$ cat src/rtl/tlp_xcvr_pkg.sv
// Shared types for the TLP transceiver: action words exchanged with tlp_send,
// TLP fmt/type codes and a packed 3DW header view for field extraction.
package tlp_xcvr_pkg;

    typedef logic [15:0] BusID;
    typedef logic [7:0]  Tag;
    typedef logic [31:0] Data;

    localparam int CHAN_W = 4;
    typedef logic [CHAN_W-1:0] Channel;

    typedef enum logic [1:0] {
        ACT_NONE  = 2'd0,
        ACT_READ  = 2'd1,
        ACT_WRITE = 2'd2
    } ActType;

    typedef struct packed {
        BusID reqID;
        Tag   tag;
    } RegRead;

    typedef struct packed {
        Data data;
    } RegWrite;

    typedef struct packed {
        ActType  typ;
        Channel  chan;
        RegRead  rd;
        RegWrite wr;
    } Action;

    // fmt/type byte (DW0[31:24]) of the TLPs this block understands
    localparam logic [7:0] MRD32 = 8'h00;
    localparam logic [7:0] MWR32 = 8'h40;
    localparam logic [7:0] CPLD  = 8'h4A;

    // DW0 sits in the low bits, DW2 in the high bits, matching beat order.
    // DW1/DW2 fields are named by request layout; completions reuse them:
    // DW1 tagSts[7:5] = completion status, DW2 addr[15:8] = completion tag,
    // DW2 addr[6:0] = lower address.
    typedef struct packed {
        logic [31:0] addr;
        BusID        id;
        logic [7:0]  tagSts;
        logic [7:0]  be;
        logic [7:0]  fmtType;
        logic [13:0] rsvd;
        logic [9:0]  len;
    } TlpHdr3;

    function automatic Action mkRead(BusID id, Tag t, Channel c);
        Action a;
        a          = '0;
        a.typ      = ACT_READ;
        a.chan     = c;
        a.rd.reqID = id;
        a.rd.tag   = t;
        return a;
    endfunction

    function automatic Action mkWrite(Channel c, Data d);
        Action a;
        a         = '0;
        a.typ     = ACT_WRITE;
        a.chan    = c;
        a.wr.data = d;
        return a;
    endfunction

    function automatic logic [15:0] satInc16(logic [15:0] v);
        return (v == 16'hFFFF) ? v : v + 16'd1;
    endfunction

endpackage

$ cat src/rtl/tlp_hdr_decode.sv
// Combinational classification of a 3DW TLP header into register read,
// register write, accepted DMA completion or drop.
module tlp_hdr_decode
    import tlp_xcvr_pkg::*;
#(
    parameter logic [7:0] DMA_TAG = 8'h0C
) (
    input  TlpHdr3     hdr_i,
    output logic       isRegRd_o,
    output logic       isRegWr_o,
    output logic       wrInline_o,
    output logic       isDmaCmp_o,
    output logic       drop_o,
    output logic [3:0] cmpQwLeft_o
);

    logic       lenOne;
    logic       cmpLenOk;
    logic [4:0] qwCnt;
    logic       unusedBits;

    // Classify the header; a completion payload must be whole QWs, at most 16
    always_comb begin
        lenOne      = (hdr_i.len == 10'd1);
        cmpLenOk    = (hdr_i.len != 10'd0) && !hdr_i.len[0] && (hdr_i.len <= 10'd32);
        qwCnt       = hdr_i.len[5:1];
        isRegRd_o   = (hdr_i.fmtType == MRD32) && lenOne;
        isRegWr_o   = (hdr_i.fmtType == MWR32) && lenOne;
        wrInline_o  = hdr_i.addr[2];
        isDmaCmp_o  = (hdr_i.fmtType == CPLD)
                      && (hdr_i.addr[15:8] == DMA_TAG)
                      && (hdr_i.tagSts[7:5] == 3'd0)
                      && !hdr_i.addr[2]
                      && cmpLenOk;
        drop_o      = !(isRegRd_o || isRegWr_o || isDmaCmp_o);
        cmpQwLeft_o = 4'(qwCnt - 5'd1);
    end

    assign unusedBits = ^{hdr_i.rsvd, hdr_i.be, hdr_i.id, hdr_i.tagSts[4:0],
                          hdr_i.addr[31:16], hdr_i.addr[7:3], hdr_i.addr[1:0]};

endmodule

$ cat src/rtl/tlp_recv.sv
// PCIe RX TLP parser: turns 1-DW register MWr/MRd into action words and
// streams DMA-read completion payload to the CPU->FPGA pipe; drops the rest.
module tlp_recv
    import tlp_xcvr_pkg::*;
#(
    parameter logic [7:0] DMA_TAG  = 8'h0C,
    parameter int         CHAN_LSB = 2
) (
    input  logic        pcieClk_in,
    input  logic        pcieRstN_in,
    input  logic [63:0] rxData_in,
    input  logic        rxValid_in,
    output logic        rxReady_out,
    input  logic        rxSOP_in,
    input  logic        rxEOP_in,
    output Action       actData_out,
    output logic        actValid_out,
    input  logic        actReady_in,
    output logic [63:0] c2fData_out,
    output logic        c2fValid_out,
    input  logic        c2fReady_in,
    output logic [15:0] dropCount_out
);

    typedef enum logic [2:0] {
        S_IDLE,
        S_HDR1,
        S_WR_DATA,
        S_CMP_DATA,
        S_DISCARD
    } state_t;

    state_t      state_q;
    logic [7:0]  fmtType_q;
    logic [9:0]  len_q;
    BusID        reqId_q;
    logic [7:0]  tagSts_q;
    Channel      chan_q;
    logic [3:0]  qwLeft_q;
    Action       act_q;
    logic        actValid_q;
    logic [15:0] dropCnt_q;
    logic [15:0] dropCnt_d;

    logic        acc;
    logic        dropEv;
    TlpHdr3      hdr;
    Channel      rxChan;
    logic        decRd, decWr, decInline, decCmp, decDrop;
    logic [3:0]  decQwLeft;

    assign acc       = rxValid_in && rxReady_out;
    assign rxChan    = rxData_in[CHAN_LSB +: CHAN_W];
    assign dropCnt_d = satInc16(dropCnt_q);

    assign actData_out   = act_q;
    assign actValid_out  = actValid_q;
    assign dropCount_out = dropCnt_q;
    assign c2fData_out   = rxData_in;
    // A SOP beat during payload starts a new TLP and is never payload itself
    assign c2fValid_out  = (state_q == S_CMP_DATA) && rxValid_in && !rxSOP_in;

    // Header view: DW0/DW1 from the captured SOP beat, DW2 from the current beat
    always_comb begin
        hdr         = '0;
        hdr.addr    = rxData_in[31:0];
        hdr.id      = reqId_q;
        hdr.tagSts  = tagSts_q;
        hdr.fmtType = fmtType_q;
        hdr.len     = len_q;
    end

    tlp_hdr_decode #(
        .DMA_TAG(DMA_TAG)
    ) u_dec (
        .hdr_i       (hdr),
        .isRegRd_o   (decRd),
        .isRegWr_o   (decWr),
        .wrInline_o  (decInline),
        .isDmaCmp_o  (decCmp),
        .drop_o      (decDrop),
        .cmpQwLeft_o (decQwLeft)
    );

    // RX backpressure: register beats wait for the pending action, payload follows c2f
    always_comb begin
        rxReady_out = !actValid_q;
        case (state_q)
            S_CMP_DATA: rxReady_out = c2fReady_in;
            S_DISCARD:  rxReady_out = 1'b1;
            default:    rxReady_out = !actValid_q;
        endcase
    end

    // Drop events: undecodable header, truncation by a new SOP, or short completion
    always_comb begin
        dropEv = 1'b0;
        if (acc) begin
            case (state_q)
                S_HDR1:     dropEv = rxSOP_in || decDrop;
                S_WR_DATA:  dropEv = rxSOP_in;
                S_CMP_DATA: dropEv = rxSOP_in || (rxEOP_in && (qwLeft_q != 4'd0));
                default:    dropEv = 1'b0;
            endcase
        end
    end

    // Parser FSM with registered action output and saturating drop counter
    always_ff @(posedge pcieClk_in or negedge pcieRstN_in) begin
        if (!pcieRstN_in) begin
            state_q    <= S_IDLE;
            fmtType_q  <= '0;
            len_q      <= '0;
            reqId_q    <= '0;
            tagSts_q   <= '0;
            chan_q     <= '0;
            qwLeft_q   <= '0;
            act_q      <= '0;
            actValid_q <= 1'b0;
            dropCnt_q  <= '0;
        end else begin
            if (actValid_q && actReady_in) begin
                actValid_q <= 1'b0;
            end
            if (dropEv) begin
                dropCnt_q <= dropCnt_d;
            end
            if (acc) begin
                if (rxSOP_in && (state_q != S_DISCARD)) begin
                    fmtType_q <= rxData_in[31:24];
                    len_q     <= rxData_in[9:0];
                    reqId_q   <= rxData_in[63:48];
                    tagSts_q  <= rxData_in[47:40];
                    state_q   <= S_HDR1;
                end else begin
                    case (state_q)
                        S_HDR1: begin
                            chan_q <= rxChan;
                            if (decRd) begin
                                act_q      <= mkRead(reqId_q, tagSts_q, rxChan);
                                actValid_q <= 1'b1;
                                state_q    <= S_IDLE;
                            end else if (decWr && decInline) begin
                                act_q      <= mkWrite(rxChan, rxData_in[63:32]);
                                actValid_q <= 1'b1;
                                state_q    <= S_IDLE;
                            end else if (decWr) begin
                                state_q <= S_WR_DATA;
                            end else if (decCmp) begin
                                qwLeft_q <= decQwLeft;
                                state_q  <= S_CMP_DATA;
                            end else begin
                                state_q <= rxEOP_in ? S_IDLE : S_DISCARD;
                            end
                        end
                        S_WR_DATA: begin
                            act_q      <= mkWrite(chan_q, rxData_in[31:0]);
                            actValid_q <= 1'b1;
                            state_q    <= S_IDLE;
                        end
                        S_CMP_DATA: begin
                            if ((qwLeft_q == 4'd0) || rxEOP_in) begin
                                state_q <= S_IDLE;
                            end else begin
                                qwLeft_q <= qwLeft_q - 4'd1;
                            end
                        end
                        S_DISCARD: begin
                            if (rxEOP_in) begin
                                state_q <= S_IDLE;
                            end
                        end
                        default: state_q <= S_IDLE;
                    endcase
                end
            end
        end
    end

endmodule

$ cat config.mk
export PLATFORM = sky130hd
export DESIGN_NAME = tlp_recv
export DESIGN_NICKNAME = d
export VERILOG_FILES = /design/src/rtl/tlp_xcvr_pkg.sv /design/src/rtl/tlp_hdr_decode.sv /design/src/rtl/tlp_recv.sv
export SDC_FILE = /design/constraint.sdc
export NUM_CORES = 1
export LEC_CHECK = 0
export ABC_AREA = 1
export BUFFER_PORTS_ARGS = -buffer_cell sky130_fd_sc_hd__buf_2
export CAP_MARGIN = 40
export CORE_MARGIN = 5
export CORE_UTILIZATION = 30
export DETAILED_ROUTE_END_ITERATION = 8
export GPL_ROUTABILITY_DRIVEN = 0
export PLACE_DENSITY = 0.6
export SYNTH_ARGS = -nofsm -noshare
export SYNTH_HDL_FRONTEND = slang
export SYNTH_SLANG_ARGS = --single-unit
$ cat constraint.sdc
create_clock -name pcieClk_in -period 5.55 [get_ports pcieClk_in]
set_input_delay 0.555 -clock pcieClk_in [delete_from_list [all_inputs] [get_ports pcieClk_in]]
set_output_delay 0.555 -clock pcieClk_in [all_outputs]
set_load 0.005 [all_outputs]
==> metrics.txt <==
Final Hold Fails 0; Num CTS Buffers 17; Initial DRC Count 347; post-cts hold buffer count 0; vias per cell 4.66; final setup vio count 0; TritonRoute pass-1 iters 4; antenna violations before repair 1; status finished, final reports clean; Final Util 0.368; first-pass GRT wire length 33.1 mm; Storage cell area 3300 sq um; max-cap viol count 0; vias in the first global route 6118; Synth area leaders dfrtp_1 48%, nand2_1 13%, nand3_1 9.0%, buf_4 7.3%, mux2_2 3.8%; clock buffer depth 2; die area 26200 sq um; drt wl/cell about 16 microns; core outline area 22600 sq um; drc violations 0; max incr delay on CP 0.76 ns; share of cells above drive strength 1 0.289; Min-Delay Path Class in2async; Rows 55; Initial Utilization 0.305; Leak 4.58 nW; Max Fanout on Critical Path a little over 70; crit path DAT about 3.3 ns; CTS tree yes; Startpoint Class flip-flop; relative slew slack 0.465; DR vias roughly 6000; post-CTS setup buffers 0; Die Span Y between 150 and 200 microns; CP endpoint kind flip-flop; clk slew on worst S/H paths ~0.070 ns; # diodes 0; Horiz. Die Dim approximately 160 microns; multi-input logic area 2780 sq um; GRT Total Usage 0.159; depth of the CTS H-tree 4; CP cell instances nand3_4 > inv_1 > nand2_1 > nand3_4 > nor3_4 > nand2_4 > nand2_4 > nand3_1 > nand2_1; kind of cell adding the most delay to the critical path simple AND/OR/NAND/NOR gates; f_max between 300 and 400 MHz; final WL 20.4 mm; Post-Syn Area 6910 sq um; Clk Latency, worst-skew pair approximately 0.42 ns; commonest cells after routing, fill and taps aside 237 x nand2_1, 214 x buf_2, 132 x dfrtp_1; detailed placement HPWL between 10 and 15 mm; FILL cells about 2300; Resize count post-CTS 0; Synth Register Bits around 130; worst slew pin tran 0.803 ns; commonest non-fill, non-tap cell in the layout nand2_1; Final nets about 1100; CP required 5.90 ns; Unique masters post-synth 30; post-synth top area share 0.478; Ports roughly 220; VDD IR max about 0.00018 V; post-route ant nets 0; setup TNS 0 ns; Synth-to-Final Area Change 20.8%; Yosys warnings 0; Mean Syn Cell Area 8.16 sq um; Root Buffer clkbuf_16; cell taking the most area after synthesis dfrtp_1; Worst Skew 0.0104 ns; RSZ-0062 raised after global routing no; Critical Path Slowest Stage Cell nand2_4; Slew Limit Fails 0; IO Port Bufs 215; Num Clock Sinks between 100 and 150; post-route clock period utilization 0.525; total gr overflow 0; Worst Path Class, Setup reg2reg; Final min period 2.92 ns; PwrDens about 310 nW/um^2; CP Buf/Inv Count 1; sequential element share of the synthesized area 0.478; Post-Syn Instances between 800 and 900; pin count of the biggest net entering global routing 83; syn_nets about 920
## area by class of cell
type	count	area share
Sequential cell	132	0.396
Multi-Input combinational cell	562	0.333
Clock buffer	18	0.0514
Inverter	48	0.0216
Timing Repair Buffer	221	0.135
Clock inverter	14	0.0196
Tap cell	285	0.0427
## Yosys cell counts
| master | instances |
|---|---|
| nand2_1 | 237 |
| dfrtp_1 | 132 |
| nand3_1 | 124 |
| buf_4 | 67 |
| nor2_1 | 64 |
| inv_1 | 44 |
| o21ai_0 | 29 |
| mux2_2 | 23 |
| clkbuf_1 | 21 |
| a21oi_1 | 20 |
| nand4_1 | 18 |
| buf_2 | 12 |
| o21a_1 | 10 |
| nor3_1 | 8 |
| xnor2_1 | 8 |
| xor2_1 | 7 |
| buf_1 | 4 |
| inv_2 | 3 |
| ha_1 | 2 |
| nand2_4 | 2 |
| nand3_4 | 2 |
| a32oi_1 | 1 |
| and3_1 | 1 |
| clkinv_1 | 1 |
| nand2_2 | 1 |
| nand3_2 | 1 |
| nor3_4 | 1 |
| o2111ai_1 | 1 |
| o211ai_1 | 1 |
| o22ai_1 | 1 |
## final timing paths
kind	start	to	slack [ns]	cells past startpoint
worst max register to register	state_q[1]	actData_out[54]	2.63	9
max in group asynchronous	pcieRstN_in	len_q[5]	4.19	2
worst max-delay path	state_q[1]	actData_out[54]	2.63	9
worst min-delay path	pcieRstN_in	actData_out[6]	0.20	1
worst min register to register	qwLeft_q[1]	qwLeft_q[1]	0.48	2
min in group pcieClk_in	actReady_in	actValid_out	0.33	2
## worst reg2reg max path: stages (launching register included)
cell and delay, ns:
dfrtp_1 0.46, nand3_4 0.16, inv_1 0.09, nand2_1 0.12, nand3_4 0.15, nor3_4 0.33, nand2_4 0.46, nand2_4 0.77
nand3_1 0.21, nand2_1 0.11
## registers in the layout, indices dropped and copies added, names as in the netlist
name,cells
fmtType_q,8
state_q,3
qwLeft_q,4
actData_out,62
actValid_out,1
tagSts_q,8
reqId_q,16
chan_q,4
dropCount_out,16
len_q,10
## through the flow
step	cell area (sq um)	power (mW)	setup WS, ns	hold slack, ns	cells
finish	8340	2.60	2.63	0.198	1280
global route	8340	2.75	2.24	0.257	1280
CTS	8340	2.64	2.58	0.233	1280
detailed placement	7750	1.48	2.60	0.475	1248
global placement	7750	1.47	2.71	0.468	1248
floorplan	6910	1.35	3.71	0.259	846
## layer usage
| layer | part of all wire | track usage | vias up |
|---|---|---|---|
| li1 | - | - | 2972 |
| met1 | 0.44 | 0.211 | 2821 |
| met2 | 0.49 | 0.263 | 157 |
| met3 | 0.055 | 0.0421 | 19 |
| met4 | 0.011 | 0.0392 | 2 |
| met5 | 0.00034 | 0 | - |
## report_power, final
group | internal, mW | switching (mW)
Clock | 0.675 | 0.473
Sequential | 1.06 | 0.0668
Combinational | 0.139 | 0.193
## logic make-up (layout without fill, tap and decap cells)
group           count (synthesis)  after routing  share of synthesized area
fa+ha+maj                       2              2                    0.00362
buf+inv                       152            301                      0.121
mux                            23             23                     0.0375
xor+xnor                       15             15                     0.0190
flops                         132            132                      0.478
compound gates                 63             63                     0.0509
simple gates                  459            459                      0.289
No activity file was read; power rests on OpenSTA's default activity.
